--- src/rtl/inst_fetch.sv ---
// Instruction fetch front end: owns the PC, samples the combinational instruction
// memory and buffers {pc, inst} pairs in a small FIFO toward decode.
module inst_fetch #(
    parameter int             WORD      = 64,
    parameter int             INST_SIZE = 32,
    parameter int             DEPTH     = 2,
    parameter logic [WORD-1:0] RESET_PC = '0
) (
    input  logic                 clk,
    input  logic                 rst,
    output logic [WORD-1:0]      imem_pc,
    input  logic [INST_SIZE-1:0] imem_inst,
    input  logic                 br_taken,
    input  logic [WORD-1:0]      br_target,
    input  logic                 halt,
    output logic                 if_valid,
    input  logic                 if_ready,
    output logic [INST_SIZE-1:0] if_inst,
    output logic [WORD-1:0]      if_pc,
    output logic [31:0]          fetch_cnt
);
    localparam int AW = (DEPTH > 1) ? $clog2(DEPTH) : 1;
    localparam int CW = $clog2(DEPTH + 1);

    typedef struct packed {
        logic [WORD-1:0]      pc;
        logic [INST_SIZE-1:0] inst;
    } fetch_ent_t;

    fetch_ent_t        fifo [DEPTH];
    fetch_ent_t        head;
    logic [WORD-1:0]   pc_q;
    logic [AW-1:0]     rd_ptr, wr_ptr;
    logic [CW-1:0]     count, count_d;
    logic              push, pop, full;

    assign imem_pc  = pc_q;
    assign if_valid = (count != '0);
    assign head     = fifo[rd_ptr];
    assign if_inst  = if_valid ? head.inst : '0;
    assign if_pc    = if_valid ? head.pc   : '0;

    // A pop in the same cycle frees the head slot, so a full FIFO still accepts a push.
    assign pop  = if_valid && if_ready;
    assign full = (count == CW'(DEPTH)) && !pop;
    assign push = !rst && !br_taken && !halt && !full;

    always_comb begin
        count_d = count;
        case ({push, pop})
            2'b10:   count_d = count + CW'(1);
            2'b01:   count_d = count - CW'(1);
            default: count_d = count;
        endcase
    end

    always_ff @(posedge clk) begin
        if (rst) begin
            pc_q      <= RESET_PC;
            rd_ptr    <= '0;
            wr_ptr    <= '0;
            count     <= '0;
            fetch_cnt <= '0;
        end else if (br_taken) begin
            // Redirect wins over halt; any same-cycle pop is simply discarded with the flush.
            pc_q   <= {br_target[WORD-1:2], 2'b00};
            rd_ptr <= '0;
            wr_ptr <= '0;
            count  <= '0;
        end else begin
            if (push) begin
                pc_q      <= pc_q + WORD'(4);
                wr_ptr    <= wr_ptr + AW'(1);
                fetch_cnt <= fetch_cnt + 32'd1;
            end
            if (pop)
                rd_ptr <= rd_ptr + AW'(1);
            count <= count_d;
        end
    end

    // Payload storage needs no reset; validity is tracked by count alone.
    always_ff @(posedge clk) begin
        if (push)
            fifo[wr_ptr] <= '{pc: pc_q, inst: imem_inst};
    end
endmodule
--- config.mk ---
export PLATFORM = sky130hd
export DESIGN_NAME = inst_fetch
export DESIGN_NICKNAME = d
export VERILOG_FILES = /design/src/rtl/inst_fetch.sv
export SDC_FILE = /design/constraint.sdc
export NUM_CORES = 1
export LEC_CHECK = 0
export ABC_AREA = 1
export ABC_CLOCK_PERIOD_IN_PS = 7370
export BUFFER_PORTS_ARGS = -buffer_cell sky130_fd_sc_hd__buf_2
export CAP_MARGIN = 30
export CORE_UTILIZATION = 50
export DETAILED_ROUTE_END_ITERATION = 8
export MAX_ROUTING_LAYER = met4
export PLACE_DENSITY_LB_ADDON = 0.3
export SKIP_LAST_GASP = 1
export SLEW_MARGIN = 5
export SYNTH_ARGS = -nofsm -noshare
export SYNTH_HDL_FRONTEND = slang
export SYNTH_SLANG_ARGS = --single-unit
--- constraint.sdc ---
create_clock -name clk -period 7.37 [get_ports clk]
set_input_delay 1.1055 -clock clk [delete_from_list [all_inputs] [get_ports clk]]
set_output_delay 1.1055 -clock clk [all_outputs]
set_load 0.05 [all_outputs]
## Word-level counts from Yosys, hierarchy flattened

Memories as Yosys holds them, arrays and structs flattened. A register that Yosys moved wholly into a read port is not among the register bits.
Cells that the tools add are included.

- Add/subtract/negate cells: 6
- Equal/unequal tests: 3
- Multiplexer cells: 9
- Bitwise operators: 1
- Reduce and logical (&&, ||, !) cells: 15

Operators with widths:

| kind | count |
|---|---|
| 2-to-1 mux 64 bit | 3 |
| adder 64 x 3 -> 64 bit, second input constant | 1 |
| adder 32 x 1 -> 32 bit, second input constant | 1 |
| 2-to-1 mux 32 bit | 1 |
| nonzero test 2 bit | 3 |
| logical AND 1 bit | 5 |
| zero test 1 bit | 5 |
| == test 2 bit, second input constant | 2 |
| 2-to-1 mux 1 bit | 4 |
| one-hot mux 2 bit (2 select lines) | 1 |
| adder 1 bit, second input constant | 2 |
| adder 2 x 1 -> 2 bit, second input constant | 1 |
| == test 2 x 1 -> 1 bit, second input constant | 1 |
| AND reduction 2 bit | 1 |
| OR reduction 2 bit | 1 |
| subtractor 2 x 1 -> 2 bit, second input constant | 1 |
| inverter 1 bit | 1 |

- Register bits after elaboration: 100
- Memory bits (writable): 192
- Input bits: 101
- Word-level logic and storage cells: 41
- Memories: 1

Memories:

| name | words | bits a word | read ports | clocked after memory_dff | write ports | RTL line | source |
|---|---|---|---|---|---|---|---|
| fifo | 2 | 96 | 1 | 1 | 1 | 30 | `fetch_ent_t fifo [DEPTH];` |

## Longest topological paths before layout

Gate-level depths: netlist of run 1.

- Depth in word-level cells: 8
- Mapped depth: 12

## Worst setup path after synthesis of run 1

No wires, ideal clock.

- Path kind: in2reg
- Start: in br_taken
- End: mem fifo[1][0] in the netlist's numbering, enable pin
- Library setup time: 547 ps
- Arrival: 5812 ps
- Required time: 6823 ps
- Slack: 1011 ps
- Cell stages on the path: 8
- Buffers on the path: 3
- Path through: buf_6 -> inv_4 -> nand2_4 -> nor2_4 -> nand2_4 -> buf_2 -> buf_2 -> nor2_1

- Longest elaborated chain between the ends: 6

RTL lines:

| element | RTL line | source |
|---|---|---|
| start, declared | 13 | `input logic br_taken,` |
| zero test 1 bit | 46 | `assign push = !rst && !br_taken && !halt && !full;` |
| logical AND 1 bit (3 in a row) | 46 |  |
| 2-to-1 mux 1 bit | 84 | `if (push)` |
| 2-to-1 mux 1 bit (not written as such) | 85 | `fifo[wr_ptr] <= '{pc: pc_q, inst: imem_inst};` |
| end, declared | 30 |  |

Every way passes these cells.

## Worst setup path in the final report of run 1

- Start: in rst
- End: reg pc_q[20] (netlist: imem_pc[20])

- Longest elaborated chain between the ends: 5

RTL lines:

| element | RTL line | source |
|---|---|---|
| start, declared | 10 | `input logic rst,` |
| zero test 1 bit | 46 |  |
| logical AND 1 bit (3 in a row) | 46 |  |
| nonzero test 2 bit (no line) | n/a |  |
| end signal, assigned | 66 | `pc_q <= {br_target[WORD-1:2], 2'b00};` |
| end signal, assigned | 72 | `pc_q <= pc_q + WORD'(4);` |
| end, declared | 32 | `logic [WORD-1:0] pc_q;` |

Parallel ways exist; a longest one is shown, timed or not.
A chain may end at the register's enable or synchronous reset.

==> flow_summary.ini, run 1 <==
[global_route]
grt_max_degree = 82
grt_util_all_layers_pct = 28.7
antenna_found_initial = 12
grt_pass1_vias = 11521
overflow = 0
grt_pass1_wl_um = 61700

[hold_path]
worstHoldPathCells = 2
hold_end = fetch_cnt[31]$_SDFFE_PP0P_
min_path_type = reg2reg
min-delay-start = fetch_cnt[31]$_SDFFE_PP0P_

[cells_and_area]
final_cell_mix = nand2_1, buf_2, edfxtp_1
nets = 2078
syn2layout_area_growth_pct = 19.9
final_common_cell = nand2_1
drive_above_1_share_pct = 18.2

[setup_path]
r2r_end = imem_pc[20]$_SDFFE_PP0P_
cpMaxStageDelayCell = nand2_2
crit_chain = buf_2 > buf_4 > inv_1 > nand2_4 > nor2_4 > nand2_4 > nand2_2 > clkinv_2 > nand2_1 > nand2_1 > a21oi_1 > nor2_1
endpoint_kind = flop
path_class = in2reg
critPathMaxStageDelay_ns = 0.79
worstPathRequired_ns = 7.79
startpoint = rst
r2r_setup_slack_ns = 4.68
worstPathMaxFanout = 75
worstReg2RegStart = count[0]$_SDFFE_PP0P_
worstPathArrival_ns = 4.39
r2r_cells = 9
crit_family = simple AND/OR/NAND/NOR gates
worst-path-buf-inv = 4
startpoint_type = primary input

[drt]
ant_nets = 0
drt-initial-drc-count = 1202
drc_errors = 0
dr_total_vias = 12434
routed_wirelength_um = 40200
wl_per_cell_um = 17.1
via_per_inst = 5.28
dr.pass1.iters = 7

[timing]
hold_violations = 0
post-route-period-util_pct = 53.9
finalSetupViolations = 0
post-route-min-period_ns = 3.97
final-max-slew-violation-count = 0
finalSetupTns_ns = 0
tightestPinTransition_ns = 0.969
finClkSkew_ns = 0.0112
relSlewSlack_pct = 35.2
timing.fmax_ghz = 0.252
rsz0062_at_grt = no

[floorplanning]
die_w_um = 168
die-height_um = 168
rows = 60
pin_count = 294
core_um2 = 27000
initial_utilization_pct = 51.1
die_area_um2 = 28200

[power_and_ir_drop]
seq_power_share_pct = 49.5
powerDensity_nw_per_um2 = 221
peakVddDrop_mv = 0.168
p_int_mw = 2.74
total_power_mw = 3.65
p_sw_share_pct = 25.0
leakagePower_nw = 6.86
p_sw_mw = 0.914
clockPowerShare_pct = 42.2
power_frac_comb_pct = 8.3

[clock_network]
insertion_delay_ns = 0.57
cts_tree = built
path_clk_slew_ns = 0.06
root_buffer = clkbuf_16
postCtsSetupRepairBufs = 0
clockBufferDepth = 3
cts_buffers = 31
ctsHoldBuffers = 0
htree_levels = 1
postCtsResizedCells = 0
cts.sinks = 287

[logic_synthesis]
synthCells = 1710
synth_cell_types = 36
synthesis.area_um2 = 13800
synth_seq_cells = 287
seq_area_frac_synth_pct = 55.4
synth_area_per_cell_um2 = 8.05
ys_warn_count = 0

[place]
io_buffers = 287
place_congestion = 0.991
hpwl_um = 27800

[run_status]
status = completed

[run]
cap_violations = 0
## state kept, by name (all words and copies together), names as in the netlist, named ones only
signal	cells
fifo	188
imem_pc	62
fetch_cnt	32
count	2
rd_ptr	1
wr_ptr	1
## logic make-up (layout without fill, tap and decap cells)
logic type / after synthesis / count (layout) / synth area share, %
flops: 287 / 287 / 55.4
buf+inv: 246 / 532 / 7.06
compound gates: 270 / 270 / 9.97
fa+ha+maj: 2 / 2 / 0.182
xor+xnor: 23 / 23 / 1.46
simple gates: 881 / 881 / 25.9
other cells: 1 / 17 / 0.0272
## metal layers
metal  up-vias  part of all wire (%)  routed length [um]  track usage (%)
li1       6085                     -                   -                -
met1      5816                    44               17500             37.1
met2       461                    46               18500             45.3
met3        72                   7.6                3070             5.95
met4         0                   2.8                1130             9.05
met5         -                     0                   0                -
## power by group through the flow
stage	sequential (mW)	combinational [mW]	clock, mW
floorplan	1.90	0.141	0
CTS	1.81	0.301	1.56
finish	1.81	0.301	1.54
global placement	1.84	0.294	0
global route	1.81	0.325	1.62
detailed placement	1.84	0.300	0
## synth_stat cells, drive strengths merged
library cell  count  area share (%)
a21o              1           0.055
nor3              8            0.37
xnor2             4            0.25
nand3            74             2.7
o21ai            87             3.2
inv             178             4.9
a21oi           168             6.1
nor4              1           0.045
o21a              1           0.055
nand3b            4            0.22
a31oi            13            0.59
nor3b             3            0.16
conb              1           0.027
nand2           573              16
buf              21            0.89
ha                2            0.18
nand4            12            0.55
xor2             19             1.2
and3              5            0.23
edfxtp          188              41
clkinv            1           0.036
nor2            201             5.9
clkbuf           46             1.3
dfxtp            99              14
## worst reg2reg max path, stage by stage, from the launching register on
cell and delay (ns):
dfxtp_1 0.42, inv_1 0.12, nand3_1 0.14, nand2_4 0.24, nand2_2 0.79, clkinv_2 0.48
nand2_1 0.14, nand2_1 0.05, a21oi_1 0.11, nor2_1 0.05
## worst max path at each step
| stage | end | slack [ns] | cells past startpoint |
|---|---|---|---|
| finish | imem_pc[20]$_SDFFE_PP0P_ | 3.40 | 12 |
| global route | imem_pc[20]$_SDFFE_PP0P_ | 3.07 | 12 |
| CTS | imem_pc[20]$_SDFFE_PP0P_ | 3.37 | 12 |
| detailed placement | imem_pc[20]$_SDFFE_PP0P_ | 2.79 | 12 |
| global placement | imem_pc[20]$_SDFFE_PP0P_ | 2.82 | 12 |
| floorplan | fifo[1][0]$_DFFE_PP_ | 1.01 | 8 |
## cell type report
type | count | area [um^2]
antenna | 13 | 32.5
clock buffer | 36 | 795
clock inverter | 21 | 203
fill | 2386 | 10400
inverter | 179 | 676
multi-input combinational | 1180 | 5200
sequential | 287 | 7630
tap | 341 | 427
timing repair buffer | 296 | 1540
## per-stage QoR
step	cell area [um^2]	util (%)	cells	setup WS (ns)	hold WS (ns)
detailed placement	15500	57.4	2282	2.79	0.492
global route	16500	61.2	2352	3.07	0.516
global placement	15500	57.4	2282	2.82	0.477
CTS	16500	61.1	2339	3.37	0.501
floorplan	13800	-	1713	1.01	0.457
finish	16500	61.3	2353	3.40	0.502
(Power assumes the default switching activity.)
==> run 2, diff against run 1 <==
--- a/config.mk
+++ b/config.mk
@@ -6,7 +6,7 @@
 export NUM_CORES = 1
 export LEC_CHECK = 0
 export ABC_AREA = 1
-export ABC_CLOCK_PERIOD_IN_PS = 7370
+export ABC_CLOCK_PERIOD_IN_PS = 3600
 export BUFFER_PORTS_ARGS = -buffer_cell sky130_fd_sc_hd__buf_2
 export CAP_MARGIN = 30
 export CORE_UTILIZATION = 50
==> constraint.sdc (replaced) <==
create_clock -name clk -period 3.6 [get_ports clk]
set_input_delay 0.54 -clock clk [delete_from_list [all_inputs] [get_ports clk]]
set_output_delay 0.54 -clock clk [all_outputs]
set_load 0.05 [all_outputs]
==> run 2 against run 1 <==
Combinational power grew 110%. Via count decreased by 0.37%. Clock power rose by 93%. Critical path type is now reg2out. Largest power group unchanged.
==> flow_summary.ini, run 2 (synthesis results as in run 1) <==
[run_status]
status = completed

[global_route]
grt_max_degree = 85
grtUsageMet2_pct = 46.8
antenna_found_initial = 15
use_met1_pct = 37.6
grt_pass1_wl_um = 62300
overflow = 0
grt-busiest-layer = met2
use_met3_pct = 5.34
grt_pass1_vias = 11725
grt_util_all_layers_pct = 28.9

[floorplanning]
initial_utilization_pct = 51.1
core_um2 = 27000
pin_count = 294
die_w_um = 168
rows = 60
die-height_um = 168
die_area_um2 = 28200

[hold_path]
min_path_type = in2reg
worstHoldPathCells = 1

[power_and_ir_drop]
p_sw_mw = 1.87
clockPowerShare_pct = 40.7
p_int_mw = 5.43
powerDensity_nw_per_um2 = 442
seq_power_share_pct = 50.8
power_frac_comb_pct = 8.5
total_power_mw = 7.29
peakVddDrop_mv = 0.337
leakagePower_nw = 6.87
p_sw_share_pct = 25.6

[place]
place_congestion = 0.974
hpwl_um = 28600
io_buffers = 287
placed_area_um2 = 15500
dp.cells = 2289

[timing]
final-max-slew-violation-count = 0
rsz0062_at_grt = no
post-route-period-util_pct = 79.3
timing.fmax_ghz = 0.350
finClkSkew_ns = 0.0160
finalSetupTns_ns = 0
finalSetupViolations = 0
tightestPinTransition_ns = 0.916
hold_violations = 0
relSlewSlack_pct = 39.0
post-route-min-period_ns = 2.85

[clock_network]
root_buffer = clkbuf_16
clockBufferDepth = 3
insertion_delay_ns = 0.56
postCtsSetupRepairBufs = 0
cts_buffers = 30
postCtsResizedCells = 0
cts.sinks = 287
path_clk_slew_ns = 0.06
cts_tree = built
ctsHoldBuffers = 0
htree_levels = 1

[setup_path]
worstPathArrival_ns = 2.31
r2r_cells = 9
worstPathRequired_ns = 3.06
path_class = reg2out
worstPathMaxFanout = 84
endpoint_kind = output port
startpoint_type = flop

[cells_and_area]
regArea_um2 = 7630
regMostFlops = fifo
largest_reg_flops = 188
multi_input_area_um2 = 5200
final_core_util_pct = 61.2
final_common_cell = nand2_1
final_area_um2 = 16500
nets = 2083
syn2layout_area_growth_pct = 19.9
final_cell_mix = nand2_1, buf_2, edfxtp_1
nFillCells = 2396
drive_above_1_share_pct = 18.6
final_cell_count_no_fill = 2361

[drt]
ant_nets = 0
wl_per_cell_um = 17.0
routed_wirelength_um = 40200
drt-initial-drc-count = 1147
drc_errors = 0
via_per_inst = 5.25
dr.pass1.iters = 7
dr_total_vias = 12388

[run]
cap_violations = 0
## run 2: worst paths after layout
path / start / endpoint / slack (ns)
setup / recovery: flop / if_pc[60] / 0.75
hold / removal: imem_inst[23] / fifo[1][23]$_DFFE_PP_ / 0.16
setup reg to reg: count[0]$_SDFFE_PP0P_ / imem_pc[5]$_SDFFE_PP0P_ / 1.32
hold reg to reg: fetch_cnt[6]$_SDFFE_PP0P_ / fetch_cnt[6]$_SDFFE_PP0P_ / 0.50
## run 2: metal layers
| metal | up-vias | routed length [um] |
|---|---|---|
| met3 | 58 | 3060 |
| li1 | 6115 | - |
| met4 | 0 | 899 |
| met2 | 438 | 18900 |
| met5 | - | 0 |
| met1 | 5777 | 17400 |
## run 2: area by class of cell
type,instances,area share [%]
Timing Repair Buffer,302,9.61
Antenna cell,16,0.243
Inverter,179,4.09
Multi-Input combinational cell,1180,31.5
Sequential cell,287,46.2
Tap cell,341,2.58
Clock inverter,16,0.750
Clock buffer,40,4.96
## run 2: worst max-delay path, stage by stage, from the launching register on
cell and delay (ns):
dfxtp_4 0.48, inv_2 0.25, buf_12 0.36, nand2_1 0.09
a21oi_1 0.20, buf_2 0.30
## run 2: power groups by stage
stage	registers, mW	clock network [mW]	logic [mW]
finish	3.70	2.97	0.621
global route	3.71	3.14	0.670
CTS	3.70	3.01	0.621
detailed placement	3.77	0	0.619
global placement	3.77	0	0.604
floorplan	3.88	0	0.290
## run 2: metrics by stage
stage	hold WS, ns	worst slack, ns
3_3_place_gp	0.478	0.862
4_1_cts	0.146	0.739
2_1_floorplan	0.488	0.446
5_1_grt	0.150	0.644
3_5_place_dp	0.491	0.810
6_report	0.165	0.745
